--- src/rtl/firbank_32_48_sequencer.sv ---
// Scheduler for the 32->48 kHz polyphase upsampler (L=3, M=2).
// Tracks the polyphase index, pulls input samples into a TAPS-deep history
// ring and, per output tick, sequences one TAPS-long dot product through the
// coefficient ROM, the history RAM and the external MAC.
module firbank_32_48_sequencer #(
   parameter int unsigned TAPS   = 16,
   parameter int unsigned NPHASE = 3,
   parameter int unsigned DECIM  = 2,
   parameter int unsigned RD_LAT = 1,
   localparam int unsigned HAW   = $clog2(TAPS),
   localparam int unsigned PW    = $clog2(NPHASE),
   localparam int unsigned RAW   = $clog2(NPHASE * TAPS)
) (
   input  logic           clk,
   input  logic           rst_n,
   input  logic           out_tick,
   input  logic           in_valid,
   output logic           in_ready,
   output logic           hist_we,
   output logic [HAW-1:0] hist_waddr,
   output logic [RAW-1:0] rom_addr,
   output logic [HAW-1:0] hist_raddr,
   output logic           mac_clr,
   output logic           mac_en,
   output logic           out_valid,
   output logic [PW-1:0]  cur_phase,
   output logic           overrun
);

   typedef enum logic [2:0] {
      ST_IDLE,
      ST_FETCH,
      ST_MAC,
      ST_DRAIN,
      ST_DONE
   } state_t;

   state_t            state_q, state_d;
   logic [PW-1:0]     phase_q, phase_d;
   logic [PW-1:0]     cur_phase_q, cur_phase_d;
   logic [HAW-1:0]    wr_ptr_q, wr_ptr_d;
   logic              pending_q, pending_d;
   logic [HAW-1:0]    k_q, k_d;
   logic [RAW-1:0]    rom_addr_q, rom_addr_d;
   logic [HAW-1:0]    hist_raddr_q, hist_raddr_d;
   logic [RD_LAT-1:0] en_pipe_q, en_pipe_d;
   logic [RD_LAT-1:0] clr_pipe_q, clr_pipe_d;

   logic [PW:0]       phase_sum;
   logic              need;
   logic [PW-1:0]     phase_next;
   logic              start;
   logic              issue;
   logic              xfer;
   logic              overrun_c;
   logic [RAW-1:0]    rom_addr_c;
   logic [HAW-1:0]    hist_raddr_c;

   // State and datapath registers with synchronous active-low reset
   always_ff @(posedge clk) begin
      if (!rst_n) begin
         state_q      <= ST_IDLE;
         phase_q      <= '0;
         cur_phase_q  <= '0;
         wr_ptr_q     <= '0;
         pending_q    <= 1'b0;
         k_q          <= '0;
         rom_addr_q   <= '0;
         hist_raddr_q <= '0;
         en_pipe_q    <= '0;
         clr_pipe_q   <= '0;
      end else begin
         state_q      <= state_d;
         phase_q      <= phase_d;
         cur_phase_q  <= cur_phase_d;
         wr_ptr_q     <= wr_ptr_d;
         pending_q    <= pending_d;
         k_q          <= k_d;
         rom_addr_q   <= rom_addr_d;
         hist_raddr_q <= hist_raddr_d;
         en_pipe_q    <= en_pipe_d;
         clr_pipe_q   <= clr_pipe_d;
      end
   end

   // Phase rule and start-of-product decode shared by FSM and datapath
   always_comb begin
      phase_sum  = {1'b0, phase_q} + (PW+1)'(DECIM);
      need       = (phase_sum >= (PW+1)'(NPHASE));
      phase_next = need ? PW'(phase_sum - (PW+1)'(NPHASE)) : PW'(phase_sum);
      // A tick arriving in DONE is treated exactly like a pending tick
      start      = ((state_q == ST_IDLE) && out_tick) ||
                   ((state_q == ST_DONE) && (pending_q || out_tick));
      issue      = (state_q == ST_MAC);
      xfer       = (state_q == ST_FETCH) && in_valid;
   end

   // Next-state logic
   always_comb begin
      state_d = state_q;
      case (state_q)
         ST_IDLE:  if (start) state_d = need ? ST_FETCH : ST_MAC;
         ST_FETCH: if (in_valid) state_d = ST_MAC;
         ST_MAC:   if (k_q == HAW'(TAPS - 1)) state_d = ST_DRAIN;
         ST_DRAIN: if (k_q == HAW'(RD_LAT - 1)) state_d = ST_DONE;
         ST_DONE:  state_d = start ? (need ? ST_FETCH : ST_MAC) : ST_IDLE;
         default:  state_d = ST_IDLE;
      endcase
   end

   // Datapath: phase/pointer updates, tap counter, address hold, tick queueing
   always_comb begin
      phase_d     = phase_q;
      cur_phase_d = cur_phase_q;
      wr_ptr_d    = wr_ptr_q;
      pending_d   = pending_q;
      overrun_c   = 1'b0;

      if (start) begin
         phase_d     = phase_next;
         cur_phase_d = phase_q;
      end

      if (xfer) wr_ptr_d = wr_ptr_q + HAW'(1);

      // k counts taps in MAC, then drain cycles in DRAIN; cleared on any transition
      k_d = ((state_d == state_q) && ((state_q == ST_MAC) || (state_q == ST_DRAIN)))
            ? k_q + HAW'(1) : '0;

      case (state_q)
         ST_FETCH, ST_MAC, ST_DRAIN: begin
            if (out_tick) begin
               if (pending_q) overrun_c = 1'b1;
               else           pending_d = 1'b1;
            end
         end
         // Pending tick is consumed here; a fresh tick re-arms it
         ST_DONE: pending_d = pending_q && out_tick;
         default: pending_d = pending_q;
      endcase

      rom_addr_c   = RAW'(32'(cur_phase_q) * TAPS + 32'(k_q));
      hist_raddr_c = wr_ptr_q - HAW'(1) - k_q;
      rom_addr_d   = issue ? rom_addr_c   : rom_addr_q;
      hist_raddr_d = issue ? hist_raddr_c : hist_raddr_q;

      en_pipe_d[0]  = issue;
      clr_pipe_d[0] = issue && (k_q == '0);
      for (int unsigned i = 1; i < RD_LAT; i++) begin
         en_pipe_d[i]  = en_pipe_q[i-1];
         clr_pipe_d[i] = clr_pipe_q[i-1];
      end
   end

   // Output decode
   always_comb begin
      in_ready   = (state_q == ST_FETCH);
      hist_we    = xfer;
      hist_waddr = wr_ptr_q;
      rom_addr   = issue ? rom_addr_c   : rom_addr_q;
      hist_raddr = issue ? hist_raddr_c : hist_raddr_q;
      mac_en     = en_pipe_q[RD_LAT-1];
      mac_clr    = clr_pipe_q[RD_LAT-1];
      out_valid  = (state_q == ST_DONE);
      cur_phase  = cur_phase_q;
      overrun    = overrun_c;
   end

endmodule

--- config.mk ---
export PLATFORM = sky130hd
export DESIGN_NAME = firbank_32_48_sequencer
export DESIGN_NICKNAME = d
export VERILOG_FILES = /design/src/rtl/firbank_32_48_sequencer.sv
export SDC_FILE = /design/constraint.sdc
export NUM_CORES = 1
export LEC_CHECK = 0
export CAP_MARGIN = 5
export CORE_ASPECT_RATIO = 0.6
export CORE_MARGIN = 4
export CORE_UTILIZATION = 25
export CTS_CLUSTER_SIZE = 14
export DETAILED_ROUTE_END_ITERATION = 10
export PLACE_DENSITY_LB_ADDON = 0.1
export SETUP_SLACK_MARGIN = 0.05
export SKIP_CTS_REPAIR_TIMING = 1
export SYNTH_ARGS = -nofsm -noshare
export SYNTH_HDL_FRONTEND = slang
export SYNTH_SLANG_ARGS = --single-unit
--- constraint.sdc ---
create_clock -name clk -period 2.4 [get_ports clk]
set_clock_uncertainty 0.05 [all_clocks]
set_input_delay 0.48 -clock clk [delete_from_list [all_inputs] [get_ports clk]]
set_output_delay 0.48 -clock clk [all_outputs]
set_load 0.01 [all_outputs]
==> summary.md <==
| Metric | Value |
|---|---|
| FFs w/ async S/R, synth | `0%` |
| Syn_area_per_cell | `roughly 9.5 um^2` |
| CTS tree | `yes` |
| Post-synthesis compound-gate area fraction | `13.7%` |
| Worst path required time | `1.87 ns` |
| Antenna violations before repair | `0` |
| Minimum clock period | `2.23 ns` |
| Vias in the first global route | `between 1,000 and 1,500` |
| Syn Nets | `156` |
| Peak Freq | `between 400 and 500 MHz` |
| Slowest CP cell | `fa_2` |
| Core Box Area | `a little over 5000 um^2` |
| CTS sink count | `28` |
| Slew margin rel. | `between 70% and 80%` |
| Area occupied by multi-input gates | `739 um^2` |
| Final GP Congestion | `0.737` |
| Synth Instances | `roughly 140` |
| Die height | `65.1 um` |
| Nets | `between 200 and 250` |
| DRT iter0 DRCs | `40` |
| Commonest non-fill, non-tap cell in the layout | `dfxtp_1` |
| Synth Cell Area | `roughly 1400 um^2` |
| Final setup viols | `0` |
| Worst R2R Setup Slack | `0.58 ns` |
| Sequential area share after synthesis | `41.3%` |
| HP Start | `hist_raddr_q[3]` |
| Crit path from | `k_q[0]` |
| Multiplexer share of the synthesized area | `8.03%` |
| Drt drc | `0` |
| Yosys cell types | `37` |
| Clock Latency Late Sink | `0.28 ns` |
| Maxcap violations | `0` |
| Number of port buffers | `25` |
| Share of the synthesized area in the top cell type | `41.3%` |
| Detailed placement HPWL | `2700 um` |
| Total number of vias | `roughly 1,200` |
| Layout Utilization | `between 30% and 40%` |
| # diodes | `0` |
| Reg clk slew, reported paths | `around 0.1 ns` |
| Post-route clock period utilization | `between 90 and 100%` |
| Synth-to-Final Area Change | `42.9%` |
| Peak supply drop | `0.000266 V` |
| Cell Rows | `20` |
| CP Cell Sequence | `inv_2, ha_2, fa_2, mux2_2, clkbuf_2` |
| # H-tree levels | `1` |
| Max Root-Sink Buffers | `2` |
| Setup crit end kind | `output pin` |
| Drt wl/cell | `13.6 um` |
| TNS Setup | `0 ns` |
| Die W | `103 um` |
| Share of cells above drive strength 1 | `around a quarter` |
| Num CTS Buffers | `3` |
| Largest family of logic cells by synthesized area | `simple AND/OR/NAND/NOR gates` |
| Syn. warnings | `0` |
| First-pass GRT wire length | `5630 um` |
| Final wirelength | `~3500 um` |
| Adder-cell share of the synthesized area | `8.86%` |
| Power density cells | `583 nW/um^2` |
| Most frequent cells in the layout | `dfxtp_1, buf_4, clkdlybuf4s50_1` |
| Crit-path max FO | `2` |
| Post-Synth XOR/XNOR Area | `3.23%` |
| Leakage | `a little under 0.001 uW` |
| Register bit count reported by yosys | `28` |
| Critical path startpoint category | `register` |
| Vias per cell | `4.55` |
| Hold path depth | `2` |
| Outcome | `completed` |
| Final hold vios | `0` |
| Overall global routing resource usage | `10.9%` |
| Gr ovfl total | `0` |
| Reg2reg path depth | `7` |
| Die ar. | `6710 um^2` |
| Reg area | `around 560 um^2` |
| Terminus of the critical flop-to-flop path | `k_q[2]` |
| Critical path class | `reg -> out` |
| HP Class | `reg -> reg` |
| # IOs | `26` |
| Worst slew pin tran | `0.375 ns` |
| EDFF count, synth | `0` |
| Final worst slack | `0.171 ns` |
| Primary FF master, synth | `dfxtp_1` |
| Hold Path End | `hist_raddr_q[3]` |
| CP max stage delay | `0.43 ns` |
| Remaining antenna violation count | `0` |
| Initial Util | `a little over a quarter` |
| Final max-slew violation count | `0` |
| Synth Area in Simple Gates | `19.2%` |
| Filler Cells Inserted | `539` |
| Yosys top cell by area | `dfxtp_1` |
| Crit path arrival time | `1.70 ns` |
| Synth area leaders | `dfxtp_1, ha_1, mux2_4, a21oi_1, and2_1` |
| CTS root buffer | `clkbuf_8` |
| Drt first pass iters | `4` |
| Largest net degree at the start of global routing | `17` |
| DP Worst Slack | `0.0355 ns` |
| RSZ-0062 raised after global routing | `false` |
| Reg-to-Reg Start | `k_q[1]` |
-- how the worst max path moves through the flow --
stage,to,slack [ns]
final,hist_raddr[1],0.17
after global routing,hist_raddr[3],0.07
after CTS,hist_raddr[2],-0.31
after detailed placement,hist_raddr[2],0.04
after global placement,hist_raddr[2],0.04
after floorplan,hist_raddr[2],0.49
-- worst max-delay path: cells and delay by family (launching register included) --
kind	cells	cell delay (ns)
muxes	1	0.28
DFF	1	0.34
adders and majority gates	2	0.61
buffers and inverters	2	0.19
-- Yosys cell counts, types with 2 or more instances --
library cell  count
o31ai_1           5
dfxtp_1          28
a22oi_1           2
inv_1            11
nand3_1           9
clkbuf_1          4
xnor2_1           3
nor3b_1           2
mux2_4            5
o21ai_0           4
ha_1              8
a21o_1            3
and2_1            9
nor2_1            8
xor2_1            2
nand2_1           4
nor3_1            2
mux2_2            3
or3_1             2
a21oi_1          12
-- routing by layer --
layer  GRT usage (%)  wire length, um  vias to the layer above
li1                -                -                      591
met1            16.7             1930                      547
met2            14.9             1310                       28
met3            3.76              246                        0
met4            1.45                0                        0
met5               0                0                        -
-- logic make-up after synthesis --
group / after synthesis
compound gates: 30
xor+xnor: 5
fa+ha+maj: 9
buf+inv: 18
flops: 28
mux: 8
simple gates: 45
-- final cells by class --
class                      count  area share, %
multi-input combinational     97           38.2
tap                           66           4.26
timing repair buffer          49           22.6
clock inverter                 1           1.55
sequential                    28           29.0
inverter                      12           2.32
clock buffer                   3           2.13
-- metrics by stage --
stage | area (um^2) | cells | power [uW] | hold WS [ns]
after floorplan | 1360 | 143 | 654 | 0.390
after global placement | 1840 | 252 | 771 | 0.410
after detailed placement | 1840 | 252 | 776 | 0.417
after CTS | 1910 | 256 | 1160 | 0.432
after global routing | 1940 | 256 | 1200 | 0.471
final | 1940 | 256 | 1130 | 0.428
-- power breakdown --
group          switching, uW  internal, uW  leakage [uW]  total [uW]
Clock                    151           223     0.0000357         374
Sequential              14.5           493      0.000228         508
Combinational            122           126      0.000701         248
Total                    287           842      0.000965        1130
-- sequential cells by signal, summed over array words and instances (netlist names) --
name          count
rom_addr_q        6
hist_raddr_q      4
hist_waddr        4
k_q               4
state_q           3
cur_phase         2
phase_q           2
mac_clr           1
mac_en            1
pending_q         1
Note: power is estimated with default switching activity, not from simulation.
==> patch 1 (same flow settings) <==
`k_q`, `rom_addr_q` and `hist_raddr_q` no longer have a reset.
--- a/src/rtl/firbank_32_48_sequencer.sv
+++ b/src/rtl/firbank_32_48_sequencer.sv
@@ -64,9 +64,6 @@
          cur_phase_q  <= '0;
          wr_ptr_q     <= '0;
          pending_q    <= 1'b0;
-         k_q          <= '0;
-         rom_addr_q   <= '0;
-         hist_raddr_q <= '0;
          en_pipe_q    <= '0;
          clr_pipe_q   <= '0;
       end else begin
@@ -75,12 +72,15 @@
          cur_phase_q  <= cur_phase_d;
          wr_ptr_q     <= wr_ptr_d;
          pending_q    <= pending_d;
-         k_q          <= k_d;
-         rom_addr_q   <= rom_addr_d;
-         hist_raddr_q <= hist_raddr_d;
          en_pipe_q    <= en_pipe_d;
          clr_pipe_q   <= clr_pipe_d;
       end
+   end
+
+   always_ff @(posedge clk) begin
+      k_q          <= k_d;
+      rom_addr_q   <= rom_addr_d;
+      hist_raddr_q <= hist_raddr_d;
    end
 
    // Phase rule and start-of-product decode shared by FSM and datapath
Function: differs if rst_n is asserted again (counterexample within 4 cycles, from zero or initial values and one cycle with rst_n low); with rst_n held inactive, the same outputs for 10 cycles.
==> patch 1 against the original RTL <==
Total power grew 1.8%. Count of clock-buffer cells in the layout grew 1. Worst setup slack lost 0.010 ns. Synthesized area shrank 1.4%. Die area shrank 1.3%. Non-clock buffer count shrank 7. Routed wire length shrank 15%. Clock power shrank 22%. Sequential cell count is the same. Cell count shrank 7.0%. Fmax shrank 0.46%. Design area shrank 3.3%. Core utilization shrank 0.88 points. Critical path type unchanged.
==> patch 1: results (changes against the original RTL) <==
- Global placement routability congestion: 0.7166 (-2.7%)
- Number of fill cells: 530 (-1.7%)
- Post-Syn Nets: 145 (-7.1%)
- Adder-cell share of the synthesized area: 8.980% (+0.12 points)
- Largest net degree at the start of global routing: 16 (-1)
- Drt total wl: 2959 um (-15%)
- Relative slew slack: 68.76% (-6.1 points)
- Crit Path Max Fanout: 11 (+9)
- Placed Area: 1737 um2 (-5.5%)
- Area contributors post-synth: dfxtp_1, ha_1, mux2_2
- Cell variety after synth: 41 (+11%)
- Post-Synth XOR/XNOR Area: 2.619% (-0.61 points)
- TritonRoute pass-1 iters: 2 (-2)
- GRT Util Overall: 9.993% (-0.95 points)
- Vias post-DR: 1044 (-10%)
- Multiplexer area fraction after synthesis: 7.484% (-0.54 points)
- Outcome: finished clean
- Dpl ws: 0.03149 ns (-0.004050 ns)
- First-pass GRT wire length: 5168 um (-8.2%)
- Peak supply drop: 0.2651 mV (-0.39%)
- Leakage Power: 0.8545 nW (-11%)
- Seq/Total Area, Yosys: 41.91% (+0.58 points)
- 1st-iter DRT viols: 56 (+40%)
- Final cell count without fillers: 238 (-7.0%)
- Layout cells sized above 1: 25.58% (+0.84 points)
- Synth top cells by count: dfxtp_1, a21oi_1, inv_1
- Inst Count DP: 230 (-8.7%)
- Final HPWL DP: 2278 um (-16%)
- Total Nets Final: 186 (-8.8%)
-- patch 1: worst paths after layout --
kind                                      start              end  slack [ns]  cells after the start
worst max-delay path                 state_q[0]        out_valid        0.16                      4
worst min-delay path            hist_raddr_q[0]  hist_raddr_q[0]        0.43                      1
worst max register to register           k_q[1]       state_q[0]        0.82                      5
worst min register to register  hist_raddr_q[0]  hist_raddr_q[0]        0.43                      1
-- patch 1: logic make-up (layout without fill, tap and decap cells) --
family                     Yosys count  in the layout
xor gates and xnor gates             4              4
buffers and inverters               15             55
and+or+nand+nor                     37             37
DFF                                 28             28
muxes                                9              9
AOI/OAI and AO/OA                   30             30
adders and majority gates            9              9
-- patch 1: routing by layer --
| metal | GRT usage, % | routed length, um |
|---|---|---|
| met5 | 0 | 0 |
| met4 | 1.964 | 20 |
| met3 | 3.656 | 176 |
| met2 | 14.55 | 1275 |
| met1 | 14.08 | 1487 |
-- patch 1: cell type report --
class	instances	area, um2	share of cell area [%]
inverters	9	33.78	1.802
flip-flops and latches	28	563.0	30.04
repair buffers	42	420.4	22.43
multi-input cells	89	719.4	38.38
well taps	66	82.58	4.406
clock buffers	4	55.05	2.937
-- patch 1: report_power, final --
part	leakage [nW]	internal [mW]	switching (mW)
clock	0.0288	0.147	0.144
combinational	0.597	0.182	0.143
sequential	0.229	0.515	0.0190
-- patch 1: worst max-delay path: stages (launching register included) --
cell             delay, ns
dfxtp_1               0.35
buf_4                 0.18
or2_4                 0.26
nor2_1                0.10
clkdlybuf4s50_1       0.54
==> patch 2 (same settings) <==
Made on the original files. Set the parameter `RD_LAT` to 2 (it was 1).
--- a/src/rtl/firbank_32_48_sequencer.sv
+++ b/src/rtl/firbank_32_48_sequencer.sv
@@ -6,7 +6,7 @@
    parameter int unsigned TAPS   = 16,
    parameter int unsigned NPHASE = 3,
    parameter int unsigned DECIM  = 2,
-   parameter int unsigned RD_LAT = 1,
+   parameter int unsigned RD_LAT = 2,
    localparam int unsigned HAW   = $clog2(TAPS),
    localparam int unsigned PW    = $clog2(NPHASE),
    localparam int unsigned RAW   = $clog2(NPHASE * TAPS)
Check against the original RTL: not equivalent (Yosys sat finds a counterexample within 4 cycles, from zero or initial values and one cycle with rst_n low).
==> patch 2 against the original RTL <==
Core utilization grew 0.53 points. Design area grew 2.4%. Synthesized area grew 2.3%. Sequential cell count grew 2. Sequential share of layout area grew 1.3 points. Total power grew 27%. Worst setup slack lost 0.015 ns. Routed wire length shrank 4.5%. Critical endpoint is now hist_raddr[2].
==> patch 2: results (changes against the original RTL) <==
- GRT Util Overall: 10.96% (+0.022 points)
- M2 GR Usage: 16.02% (+1.1 points)
- Reg-to-reg setup timing slack: 0.37 ns (-0.21 ns)
- FF-to-FF path depth: 7 (unchanged)
- Crit path capture: hist_raddr[2]
- Dpl ws: -0.02509 ns (-0.06063 ns)
- Compound-Gate Fraction of Synth Area: 9.378% (-4.4 points)
- Cell variety after synth: 36 (-2.7%)
- Fraction of area in multi-input gates: 36.63% (-1.5 points)
- Final cell count without fillers: 255 (-0.39%)
- P_sw: 0.3366 mW (+17%)
- DR top layer: met4
- M1 WL: 1808 um (-6.2%)
- Final core utilization: 38.13% (+0.53 points)
- Leakage Power: 1.007 nW (+4.4%)
- Largest net degree at the start of global routing: 15 (-2)
- Number of fill cells: 532 (-1.3%)
- Inst Count DP: 247 (-2.0%)
- CP max stage delay: 0.37 ns (-0.06 ns)
- Inverters excl. clock: 9 (-3)
- Synth top area share: 43.28% (+2.0 points)
- Die width: 104.2 um (+1.1%)
- Routed wire per std cell: 13.05 um (-4.1%)
- DR vias/cell: 4.376 (-3.9%)
- Post-Synth XOR/XNOR Area: 4.418% (+1.2 points)
- Clk pwr share: 44.5% (+11 points)
- Total Nets Final: 202 (-0.98%)
- NonClk Buf Share: 19.99% (-2.6 points)
- Peak supply drop: 0.2674 mV (+0.48%)
- Sequential share of cell area: 30.33% (+1.3 points)
- Clock-net power: 0.640 mW (+71%)
- Final HPWL DP: 2586 um (-4.4%)
- Met3 Wirelength: 176 um (-28%)
- Layout cells sized above 1: 20.11% (-4.6 points)
- Clock-cell share of area: 7.188% (+3.5 points)
- 1st-iter DRT viols: 27 (-33%)
- Post-Syn Nets: 161 (+3.2%)
- Reg clk slew, reported paths: 0.07 ns (-0.03 ns)
- Clock buffer count: 6 (+3)
- Non-clk bufs: 42 (-14%)
- Htree depth: 2 (+1)
- Mean post-synth cell area: 9.439 um2 (-0.48%)
- Worst path slowest cell: fa_1
- GRT met1 Usage: 14.48% (-2.2 points)
- Grt met3 use: 4.416% (+0.65 points)
- Global placement routability congestion: 0.7600 (+3.1%)
- Yosys reg bits: 30 (+7.1%)
- Combinational gate power: 0.254 mW (+2%)
- Vias in the first global route: 1183 (+3.9%)
- Multiplexer area fraction after synthesis: 6.943% (-1.1 points)
- Seq/Total Area, Yosys: 43.28% (+2.0 points)
- Relative slew slack: 79.79% (+5.0 points)
- CTS buffer count: 5 (+2)
- Count of multi-input gates: 100 (+3.1%)
- Outcome: finished clean
- Met2 routed wirelength: 1307 um (-0.15%)
- Min Clock Period, post-route: 2.245 ns (+0.01541 ns)
- Reg with most FFs: rom_addr_q
- First-pass GRT wire length: 5782 um (+2.7%)
- Adder-cell share of the synthesized area: 9.558% (+0.70 points)
## patch 2: worst max-delay path: cells and delay by family (launching register included)
family | cells | cell delay (ns)
adders and majority gates | 2 | 0.55
buffers and inverters | 2 | 0.26
AOI/OAI and AO/OA | 1 | 0.16
DFF | 1 | 0.33
xor gates and xnor gates | 1 | 0.14
## patch 2: how the worst min path moves through the flow
stage	slack (ns)	to	depth (start not counted)	from
2_1_floorplan	0.36	clr_pipe_q[1]	1	clr_pipe_q[0]
3_3_place_gp	0.37	clr_pipe_q[1]	1	clr_pipe_q[0]
3_5_place_dp	0.37	en_pipe_q[1]	1	en_pipe_q[0]
4_1_cts	0.39	en_pipe_q[1]	1	en_pipe_q[0]
5_1_grt	0.41	en_pipe_q[1]	1	en_pipe_q[0]
6_report	0.39	en_pipe_q[1]	1	en_pipe_q[0]
